**src/rtl/axis_pkg.sv**
```systemverilog
// -----------------------------------------------------------------------------
// axis_pkg
// Shared helpers for the AXI-Stream style blocks.
//   clog2(value)   : ceiling log2 of an integer, 0 for value <= 1
//   idx_width(n)   : bit width of a counter that spans 0..n-1, never below 1
// -----------------------------------------------------------------------------
package axis_pkg;

    function automatic int clog2(input int value);
        int result;
        int v;
        result = 0;
        v      = value - 1;
        while (v > 0) begin
            result = result + 1;
            v      = v >> 1;
        end
        return result;
    endfunction

    function automatic int idx_width(input int n);
        return (clog2(n) < 1) ? 1 : clog2(n);
    endfunction

endpackage

```
**src/rtl/axis_packer_accum.sv**
```systemverilog
// -----------------------------------------------------------------------------
// axis_packer_accum
// Lane counter and accumulator for the narrow-to-wide packer.
// Optional feature macro: AXIS_PACKER_KEEP_EN (adds per-lane keep tracking).
//
// Ports
//   clk, rst       : clock, asynchronous active-low reset
//   beat_fire      : a narrow beat is accepted this cycle
//   up_data        : narrow beat payload
//   up_last        : accepted beat ends the packet
//   hold_word      : the completing word cannot leave now, park it here
//   flush          : the parked word is moving to the output register
//   merged_keep    : keep of the accumulator including the current beat
//   acc_keep       : keep of the parked word
//   complete       : current accepted beat finishes a word
//   merged_data    : accumulator including the current beat
//   acc_data       : parked word payload
//   acc_last       : parked word last flag
// -----------------------------------------------------------------------------
module axis_packer_accum
    import axis_pkg::*;
#(
    parameter int DATA_NB    = 3,
    parameter int DATA_WIDTH = 8,
    parameter int MSB_FIRST  = 0
) (
    input  logic                          clk,
    input  logic                          rst,
    input  logic                          beat_fire,
    input  logic [DATA_WIDTH-1:0]         up_data,
    input  logic                          up_last,
    input  logic                          hold_word,
    input  logic                          flush,
`ifdef AXIS_PACKER_KEEP_EN
    output logic [DATA_NB-1:0]            merged_keep,
    output logic [DATA_NB-1:0]            acc_keep,
`endif
    output logic                          complete,
    output logic [DATA_NB*DATA_WIDTH-1:0] merged_data,
    output logic [DATA_NB*DATA_WIDTH-1:0] acc_data,
    output logic                          acc_last
);

    localparam int IW = idx_width(DATA_NB);
    localparam logic [IW-1:0] LAST_IDX = IW'(DATA_NB - 1);

    logic [IW-1:0]                 idx_q, idx_d;
    logic [IW-1:0]                 lane;
    logic [DATA_NB*DATA_WIDTH-1:0] acc_data_q, acc_data_d;
    logic                          acc_last_q, acc_last_d;
`ifdef AXIS_PACKER_KEEP_EN
    logic [DATA_NB-1:0]            acc_keep_q, acc_keep_d;
`endif

    always_comb begin
        lane        = (MSB_FIRST != 0) ? (LAST_IDX - idx_q) : idx_q;
        complete    = beat_fire && ((idx_q == LAST_IDX) || up_last);

        // Unfilled lanes are zero in the accumulator, so the current beat
        // can simply be dropped into its lane.
        merged_data = acc_data_q;
        if (beat_fire) begin
            merged_data[int'(lane)*DATA_WIDTH +: DATA_WIDTH] = up_data;
        end
`ifdef AXIS_PACKER_KEEP_EN
        merged_keep = acc_keep_q;
        if (beat_fire) begin
            merged_keep[int'(lane)] = 1'b1;
        end
        acc_keep_d  = acc_keep_q;
`endif

        idx_d       = idx_q;
        acc_data_d  = acc_data_q;
        acc_last_d  = acc_last_q;

        if (flush) begin
            acc_data_d = '0;
            acc_last_d = 1'b0;
`ifdef AXIS_PACKER_KEEP_EN
            acc_keep_d = '0;
`endif
        end else if (beat_fire) begin
            if (complete) begin
                idx_d = '0;
                if (hold_word) begin
                    // Output register busy: the finished word waits here.
                    // No beats are accepted until it has been flushed.
                    acc_data_d = merged_data;
                    acc_last_d = up_last;
`ifdef AXIS_PACKER_KEEP_EN
                    acc_keep_d = merged_keep;
`endif
                end else begin
                    acc_data_d = '0;
                    acc_last_d = 1'b0;
`ifdef AXIS_PACKER_KEEP_EN
                    acc_keep_d = '0;
`endif
                end
            end else begin
                idx_d      = idx_q + IW'(1);
                acc_data_d = merged_data;
`ifdef AXIS_PACKER_KEEP_EN
                acc_keep_d = merged_keep;
`endif
            end
        end
    end

    always_ff @(posedge clk or negedge rst) begin
        if (!rst) begin
            idx_q      <= '0;
            acc_data_q <= '0;
            acc_last_q <= 1'b0;
`ifdef AXIS_PACKER_KEEP_EN
            acc_keep_q <= '0;
`endif
        end else begin
            idx_q      <= idx_d;
            acc_data_q <= acc_data_d;
            acc_last_q <= acc_last_d;
`ifdef AXIS_PACKER_KEEP_EN
            acc_keep_q <= acc_keep_d;
`endif
        end
    end

    assign acc_data = acc_data_q;
    assign acc_last = acc_last_q;
`ifdef AXIS_PACKER_KEEP_EN
    assign acc_keep = acc_keep_q;
`endif

endmodule

```
**src/rtl/axis_packer.sv**
```systemverilog
// -----------------------------------------------------------------------------
// axis_packer
// Packs DATA_NB narrow stream beats into one wide stream word.
// Optional feature macro: AXIS_PACKER_KEEP_EN (adds the down_keep port).
//
// Handshake: a transfer happens on a rising edge where valid and ready are
// both high; valid never waits for ready, and payload is held stable while
// valid is high and ready is low.
//
// Ports
//   clk         : clock, rising edge
//   rst         : asynchronous active-low reset
//   up_data     : narrow beat payload (DATA_WIDTH)
//   up_valid    : narrow beat valid
//   up_ready    : packer accepts a beat (registered)
//   up_last     : narrow beat ends the packet
//   down_data   : packed word (DATA_NB*DATA_WIDTH), unfilled lanes zero
//   down_keep   : per-lane filled mask (only with AXIS_PACKER_KEEP_EN)
//   down_valid  : packed word valid
//   down_ready  : downstream accepts the word
//   down_last   : packed word ends the packet
// -----------------------------------------------------------------------------
module axis_packer
    import axis_pkg::*;
#(
    parameter int DATA_NB    = 3,
    parameter int DATA_WIDTH = 8,
    parameter int MSB_FIRST  = 0
) (
    input  logic                          clk,
    input  logic                          rst,
    input  logic [DATA_WIDTH-1:0]         up_data,
    input  logic                          up_valid,
    output logic                          up_ready,
    input  logic                          up_last,
    output logic [DATA_NB*DATA_WIDTH-1:0] down_data,
`ifdef AXIS_PACKER_KEEP_EN
    output logic [DATA_NB-1:0]            down_keep,
`endif
    output logic                          down_valid,
    input  logic                          down_ready,
    output logic                          down_last
);

    logic                          up_ready_q, up_ready_d;
    logic                          pending_q, pending_d;
    logic                          down_valid_q, down_valid_d;
    logic                          down_last_q, down_last_d;
    logic [DATA_NB*DATA_WIDTH-1:0] down_data_q, down_data_d;
`ifdef AXIS_PACKER_KEEP_EN
    logic [DATA_NB-1:0]            down_keep_q, down_keep_d;
    logic [DATA_NB-1:0]            merged_keep;
    logic [DATA_NB-1:0]            acc_keep;
`endif

    logic                          beat_fire;
    logic                          can_load;
    logic                          hold_word;
    logic                          flush;
    logic                          complete;
    logic [DATA_NB*DATA_WIDTH-1:0] merged_data;
    logic [DATA_NB*DATA_WIDTH-1:0] acc_data;
    logic                          acc_last;

    assign beat_fire = up_valid && up_ready_q;
    // Output register is free when empty or being drained this edge.
    assign can_load  = !down_valid_q || down_ready;
    assign hold_word = complete && !can_load;
    assign flush     = pending_q && can_load;

    axis_packer_accum #(
        .DATA_NB    (DATA_NB),
        .DATA_WIDTH (DATA_WIDTH),
        .MSB_FIRST  (MSB_FIRST)
    ) u_accum (
        .clk         (clk),
        .rst         (rst),
        .beat_fire   (beat_fire),
        .up_data     (up_data),
        .up_last     (up_last),
        .hold_word   (hold_word),
        .flush       (flush),
`ifdef AXIS_PACKER_KEEP_EN
        .merged_keep (merged_keep),
        .acc_keep    (acc_keep),
`endif
        .complete    (complete),
        .merged_data (merged_data),
        .acc_data    (acc_data),
        .acc_last    (acc_last)
    );

    always_comb begin
        pending_d    = pending_q;
        down_valid_d = down_valid_q;
        down_data_d  = down_data_q;
        down_last_d  = down_last_q;
`ifdef AXIS_PACKER_KEEP_EN
        down_keep_d  = down_keep_q;
`endif

        if (flush) begin
            // up_ready is low while pending, so no beat competes here.
            pending_d    = 1'b0;
            down_valid_d = 1'b1;
            down_data_d  = acc_data;
            down_last_d  = acc_last;
`ifdef AXIS_PACKER_KEEP_EN
            down_keep_d  = acc_keep;
`endif
        end else if (complete && can_load) begin
            down_valid_d = 1'b1;
            down_data_d  = merged_data;
            down_last_d  = up_last;
`ifdef AXIS_PACKER_KEEP_EN
            down_keep_d  = merged_keep;
`endif
        end else if (complete) begin
            pending_d    = 1'b1;
        end else if (down_ready) begin
            down_valid_d = 1'b0;
        end

        // Registered ready: depends only on next-state, never on inputs
        // of the current cycle reaching the port directly.
        up_ready_d = !pending_d;
    end

    always_ff @(posedge clk or negedge rst) begin
        if (!rst) begin
            up_ready_q   <= 1'b0;
            pending_q    <= 1'b0;
            down_valid_q <= 1'b0;
            down_data_q  <= '0;
            down_last_q  <= 1'b0;
`ifdef AXIS_PACKER_KEEP_EN
            down_keep_q  <= '0;
`endif
        end else begin
            up_ready_q   <= up_ready_d;
            pending_q    <= pending_d;
            down_valid_q <= down_valid_d;
            down_data_q  <= down_data_d;
            down_last_q  <= down_last_d;
`ifdef AXIS_PACKER_KEEP_EN
            down_keep_q  <= down_keep_d;
`endif
        end
    end

    assign up_ready   = up_ready_q;
    assign down_valid = down_valid_q;
    assign down_data  = down_data_q;
    assign down_last  = down_last_q;
`ifdef AXIS_PACKER_KEEP_EN
    assign down_keep  = down_keep_q;
`endif

endmodule

```
**config.mk**
```make
export PLATFORM = sky130hd
export DESIGN_NAME = axis_packer
export DESIGN_NICKNAME = d
export VERILOG_FILES = /design/src/rtl/axis_pkg.sv /design/src/rtl/axis_packer_accum.sv /design/src/rtl/axis_packer.sv
export SDC_FILE = /design/constraint.sdc
export NUM_CORES = 1
export LEC_CHECK = 0
export ABC_AREA = 1
export CAP_MARGIN = 20
export CORE_AREA = 5 5 67 99
export CTS_CLUSTER_DIAMETER = 40
export DETAILED_ROUTE_END_ITERATION = 8
export DIE_AREA = 0 0 72 104
export GPL_ROUTABILITY_DRIVEN = 0
export GPL_TIMING_DRIVEN = 0
export PLACE_DENSITY = 0.81
export SLEW_MARGIN = 0
export SYNTH_ARGS = -nofsm -noshare
export SYNTH_HDL_FRONTEND = slang
export SYNTH_SLANG_ARGS = --single-unit
```
**constraint.sdc**
```tcl
create_clock -name clk -period 2.4 [get_ports clk]
set_input_delay 0.36 -clock clk [delete_from_list [all_inputs] [get_ports clk]]
set_output_delay 0.36 -clock clk [all_outputs]
set_load 0.1 [all_outputs]
```
==> metrics.md, run 1 <==
| Metric | Value |
|---|---|
| RSZ-0062 raised after global routing | `false` |
| Mux cell area share after synthesis | `0%` |
| CTS resizes | `0` |
| Synth warn | `0` |
| Vias per Instance | `5.30` |
| Buf/Inv on CP | `1` |
| Crit-path slowest cell | `clkdlybuf4s50_1` |
| Initial core utilization | `52.4%` |
| Post-Route Skew | `0.00835 ns` |
| Max frequency | `447 MHz` |
| Site row count | `34` |
| Post-Synth XOR/XNOR Area | `0%` |
| Final setup fails | `0` |
| Commonest non-fill, non-tap cell in the layout | `nand2_1` |
| Core Area | `5700 um^2` |
| Reg2Reg Setup Slack | `0.51 ns` |
| Synth top area cells | `dfrtp_1, nand2_1, nor2_1, nand3_1, a21oi_1` |
| Synth Area in Compound Gates | `7.96%` |
| Max Slew Vio Count | `0` |
| Fin nets | `486` |
| Post-CTS Repair Setup Buffers | `0` |
| CP Capture Point | `down_valid` |
| Clk buf depth | `2` |
| P_leak | `0.00206 uW` |
| Period utilisation layout | `93.2%` |
| Relative slew slack | `35.0%` |
| Mapped Cells | `421` |
| Wire length per cell | `14.3 um` |
| Synthesized area | `2990 um^2` |
| Die H | `104 um` |
| Top-area cell type share of the netlist area | `46.1%` |
| GRT Total Usage | `22.0%` |
| Hold Fails Final Rpt | `0` |
| PortBufs | `39` |
| Clk Latency, worst-skew pair | `0.31 ns` |
| Synth Register Bits | `55` |
| Full die area | `7490 um^2` |
| Clock sinks | `55` |
| Total power | `4470 uW` |
| Clk slew on worst S/H paths | `0.10 ns` |
| Dominant cell type by area after synthesis | `dfrtp_1` |
| Worst R2R End | `u_accum.acc_data[6]` |
| CP Class | `reg2out` |
| Synth Area per Inst | `7.09 um^2` |
| First-pass detailed-route iteration total | `4` |
| DRC violations left | `0` |
| Worst r2r path cells | `8` |
| Adder-cell share of the synthesized area | `2.10%` |
| Reg2reg start | `u_accum.idx_q[0]` |
| Largest family of logic cells by synthesized area | `simple AND/OR/NAND/NOR gates` |
| Vias in the first global route | `2,964` |
| Hold Buf Count CTS | `0` |
| Worst hold-check path type | `in2async` |
| Slowest cell delay on critical path | `1.16 ns` |
| Final antenna-violating net count | `0` |
| Drt initial violations | `212` |
| Antenna Cells | `0` |
| Share of cells above drive strength 1 | `7.89%` |
| Placed inst area | `3480 um^2` |
| Status | `finished clean` |
| CP Launch Type | `flip-flop` |
| CTS tree | `done` |
| Gr ovfl total | `0` |
| Synth Area in Simple Gates | `38.1%` |
| Max-cap violations | `0` |
| Critical path arrival | `1.88 ns` |
| CTS H-tree depth | `2` |
| CP startpoint | `down_valid` |
| Vias | `2,868` |
| Worst Path Required | `2.04 ns` |
| Num CTS Buffers | `5` |
| Largest net degree at the start of global routing | `30` |
| Initial antenna violation count | `0` |
| Crit-path max FO | `3` |
| Post-layout minimum cycle time | `2.24 ns` |
| Detail Placement HPWL | `5710 um` |
| Ordered cell list for the critical path | `clkdlybuf4s50_1` |
| Die Wd | `72 um` |
| Area delta synth->final | `19.3%` |
| Family with the most delay on the worst path | `buffers and inverters` |
| CP Capture Type | `output port` |
| Synth cell types | `21` |
| Design Area, Final | `3560 um^2` |
| Worst Tran Pin Value | `0.972 ns` |
| IO Count | `40` |
| Mapped Nets | `439` |
| Total wire length | `7720 um` |
| VDD IR-drop max | `0.000759 V` |
| Cell depth of the worst setup path | `1` |
| Final Util | `62.5%` |
| First-pass GRT wire length | `13,300 um` |
| Most frequent cells in the layout | `nand2_1, nor2_1, dfrtp_1, nand3_1, clkdlybuf4s50_1` |
| Register area share after synthesis | `46.1%` |
| Clk root buf | `clkbuf_8` |
| Power Dens Cells | `1260 nW/um^2` |
-- registers in the layout, summed over array words and instances, names as in the netlist --
| register | cells |
|---|---|
| u_accum.idx_q | 2 |
| down_valid | 1 |
| up_ready | 1 |
| pending_q | 1 |
| u_accum.acc_data | 24 |
| down_data | 24 |
| u_accum.acc_last | 1 |
| down_last | 1 |
-- metrics by stage --
step | std cells | setup slack (ns) | hold slack, ns | TNS, ns
floorplan | 421 | 0.477 | 0.0644 | 0
global placement | 532 | -0.735 | 0.461 | -40.27
CTS | 541 | 0.147 | 0.0797 | 0
detailed placement | 533 | 0.489 | 0.412 | 0
finish | 541 | 0.164 | 0.0582 | 0
global route | 541 | 0.102 | 0.109 | 0
-- power by group --
group | switching, uW | internal (uW) | total [uW] | leakage [uW]
combinational | 2020 | 638 | 2660 | 0.00128
clock | 295 | 206 | 501 | 0.0000422
sequential | 140 | 1170 | 1310 | 0.000745
-- Yosys cell counts (all sizes together) --
| cell | instances |
|---|---|
| nand2 | 174 |
| inv | 20 |
| o21ai | 22 |
| a21oi | 24 |
| buf | 12 |
| ha | 5 |
| nand3 | 39 |
| nor2 | 64 |
| o211ai | 1 |
| clkbuf | 5 |
| dfrtp | 55 |
-- metal layers --
metal | vias up | part of all wire, % | track usage (%)
met4 | 0 | 2.1 | 9.27
met1 | 1315 | 39 | 25.3
met2 | 113 | 52 | 39.3
li1 | 1423 | - | -
met5 | - | 0 | 0
met3 | 17 | 6.7 | 3.19
-- layout make-up --
class | count | area, um^2
Sequential cell | 55 | 1380
Buffer | 17 | 97.6
Multi-Input combinational cell | 329 | 1440
Timing Repair Buffer | 40 | 405
Clock inverter | 1 | 5.00
Tap cell | 72 | 90.1
Fill cell | 564 | 2140
Clock buffer | 7 | 76.3
Inverter | 20 | 75.1
-- cell families (layout without fill, tap and decap cells) --
logic type	after synthesis	count (layout)
AOI/OAI and AO/OA	47	47
adders and majority gates	5	5
buffers and inverters	37	85
DFF	55	55
and+or+nand+nor	277	277
-- worst min path at each step --
stage	from	end	slack, ns	cells after the start
after detailed placement	rst	down_data[17]	0.41	1
after floorplan	rst	down_data[0]	0.06	0
after global routing	rst	down_data[21]	0.11	1
after CTS	rst	down_data[17]	0.08	1
after global placement	down_data[7]	down_data[7]	0.46	2
final	rst	down_data[21]	0.06	1
(Power assumes the default switching activity.)
==> run 2, diff against run 1 <==
- CORE_AREA: 5 5 67 99 -> 5 5 79 117
- DIE_AREA: 0 0 72 104 -> 0 0 84 122
- PLACE_DENSITY: 0.81 -> 0.61
- clock period: 2.4 -> 2.5 ns (I/O delays scaled with it)
==> run 2 against run 1 <==
Register-to-register slack improved by 0.07 ns. Sequential power decreased by 4%. Clock power rose by 34%. Die area rose by 37%. Sequential cell count is the same. Critical path depth unchanged. Count of clock-buffer cells in the layout shrank 1.
==> metrics.md, run 2 (same netlist as run 1, synthesis figures left out) <==
| Metric | Value |
|---|---|
| Buf/Inv on CP | `1` |
| PortBufs | `39` |
| Multi-input gate area | `1440 um^2` |
| Vias | `2,717` |
| Ordered cell list for the critical path | `clkdlybuf4s50_1` |
| Worst Path Required | `2.12 ns` |
| Design Area, Final | `3650 um^2` |
| Switching Share | `53.0%` |
| Hold Fails Final Rpt | `0` |
| Clk slew on worst S/H paths | `0.07 ns` |
| Clk buf depth | `2` |
| Combinational power share | `56.8%` |
| CP Capture Type | `output port` |
| DRC violations left | `0` |
| Status | `finished clean` |
| Full die area | `10,200 um^2` |
| Final setup fails | `0` |
| Die H | `122 um` |
| Site row count | `41` |
| Vias per Instance | `4.73` |
| Max-cap violations | `0` |
| Detail Placement HPWL | `5990 um` |
| CTS resizes | `0` |
| Gr ovfl total | `0` |
| Post-layout minimum cycle time | `2.24 ns` |
| Clk root buf | `clkbuf_16` |
| Area delta synth->final | `22.4%` |
| Max Slew Vio Count | `0` |
| Post-layout instance count excluding filler cells | `574` |
| Worst hold-check path type | `in2async` |
| CP Launch Type | `flip-flop` |
| First-pass detailed-route iteration total | `4` |
| CP Class | `reg2out` |
| Setup TNS | `0 ns` |
| Antenna Cells | `0` |
| Post-CTS Repair Setup Buffers | `0` |
| Critical path arrival | `1.86 ns` |
| Reg area | `1380 um^2` |
| Most frequent cells in the layout | `nand2_1, nor2_1, dfrtp_1, nand3_1, clkdlybuf4s50_1` |
| Hold Buf Count CTS | `0` |
| Post-Route Skew | `0.00709 ns` |
| Filler cell count | `852` |
| Commonest non-fill, non-tap cell in the layout | `nand2_1` |
| VDD IR-drop max | `0.000583 V` |
| Relative slew slack | `34.9%` |
| Slowest cell delay on critical path | `1.16 ns` |
| Placed inst area | `3520 um^2` |
| Total wire length | `8010 um` |
| Fin nets | `486` |
| Internal power | `2100 uW` |
| Family with the most delay on the worst path | `buffers and inverters` |
| Wire length per cell | `13.9 um` |
| First-pass GRT wire length | `13,700 um` |
| Clk Latency, worst-skew pair | `0.30 ns` |
| P_leak | `0.00208 uW` |
| Initial core utilization | `36.4%` |
| CTS H-tree depth | `2` |
| Max frequency | `447 MHz` |
| RSZ-0062 raised after global routing | `false` |
| Final Util | `44.5%` |
| Initial antenna violation count | `0` |
| Crit-path max FO | `3` |
| Reg2Reg Setup Slack | `0.58 ns` |
| Die Wd | `84 um` |
| Vias in the first global route | `2,700` |
| Flop pwr share | `28.3%` |
| Core Area | `8210 um^2` |
| GRT Total Usage | `16.7%` |
| CTS tree | `done` |
| Final antenna-violating net count | `0` |
| Worst Tran Pin Value | `0.973 ns` |
| Clock power share | `15.0%` |
| IO Count | `40` |
| Share of cells above drive strength 1 | `7.71%` |
| NetSw | `2370 uW` |
| Num CTS Buffers | `5` |
| Power Dens Cells | `1220 nW/um^2` |
| Drt initial violations | `175` |
| Largest net degree at the start of global routing | `31` |
| Clock sinks | `55` |
| Placed cell count | `568` |
| Crit-path slowest cell | `clkdlybuf4s50_1` |
| Period utilisation layout | `89.5%` |
==> run 2: cell types whose count changed in the layout (fill, tap and decap cells not counted), sizes merged <==
cell,delta
clkinv,-1
clkbuf,-1
==> run 2: area by class of cell <==
class	count	area share, %
Multi-Input combinational cell	329	39.3
Sequential cell	55	37.7
Timing Repair Buffer	40	11.1
Tap cell	107	3.66
Clock buffer	6	3.53
Buffer	17	2.67
Inverter	20	2.05
==> run 2: power by group through the flow <==
| stage | Sequential (uW) | Clock [uW] | Combinational (uW) |
|---|---|---|---|
| finish | 1260 | 669 | 2540 |
| global route | 1300 | 717 | 2720 |
| CTS | 1270 | 689 | 2550 |
| detailed placement | 1280 | 0 | 2540 |
| global placement | 1270 | 0 | 2530 |
| floorplan | 2370 | 0 | 839 |
==> run 2: path summary, 6_finish.rpt <==
check / start / to / cells after the start
hold reg to reg: down_data[7] / down_data[7] / 2
setup reg to reg: u_accum.idx_q[0] / down_data[20] / 8
max in group asynchronous: rst / down_data[6] / 2
setup / recovery: down_valid / down_valid / 1
min in group clk: down_data[7] / down_data[7] / 2
hold / removal: rst / down_data[16] / 1
==> run 2: layer usage <==
layer  wire [um]  share of wire, %  up-vias  GRT usage [%]
met2        4180                52       48           30.1
met3         264               3.3        9           2.50
met5           0                 0        -              0
met4         138               1.7        0           5.73
li1            -                 -     1414              -
met1        3420                43     1246           20.2
==> run 2: through the flow <==
stage | total power (uW) | hold WS [ns] | setup WS (ns)
5_1_grt | 4740 | 0.168 | 0.222
4_1_cts | 4510 | 0.121 | 0.249
2_1_floorplan | 3210 | 0.0794 | 0.577
3_3_place_gp | 3800 | 0.461 | -0.788
6_report | 4470 | 0.0979 | 0.261
3_5_place_dp | 3820 | 0.449 | 0.571
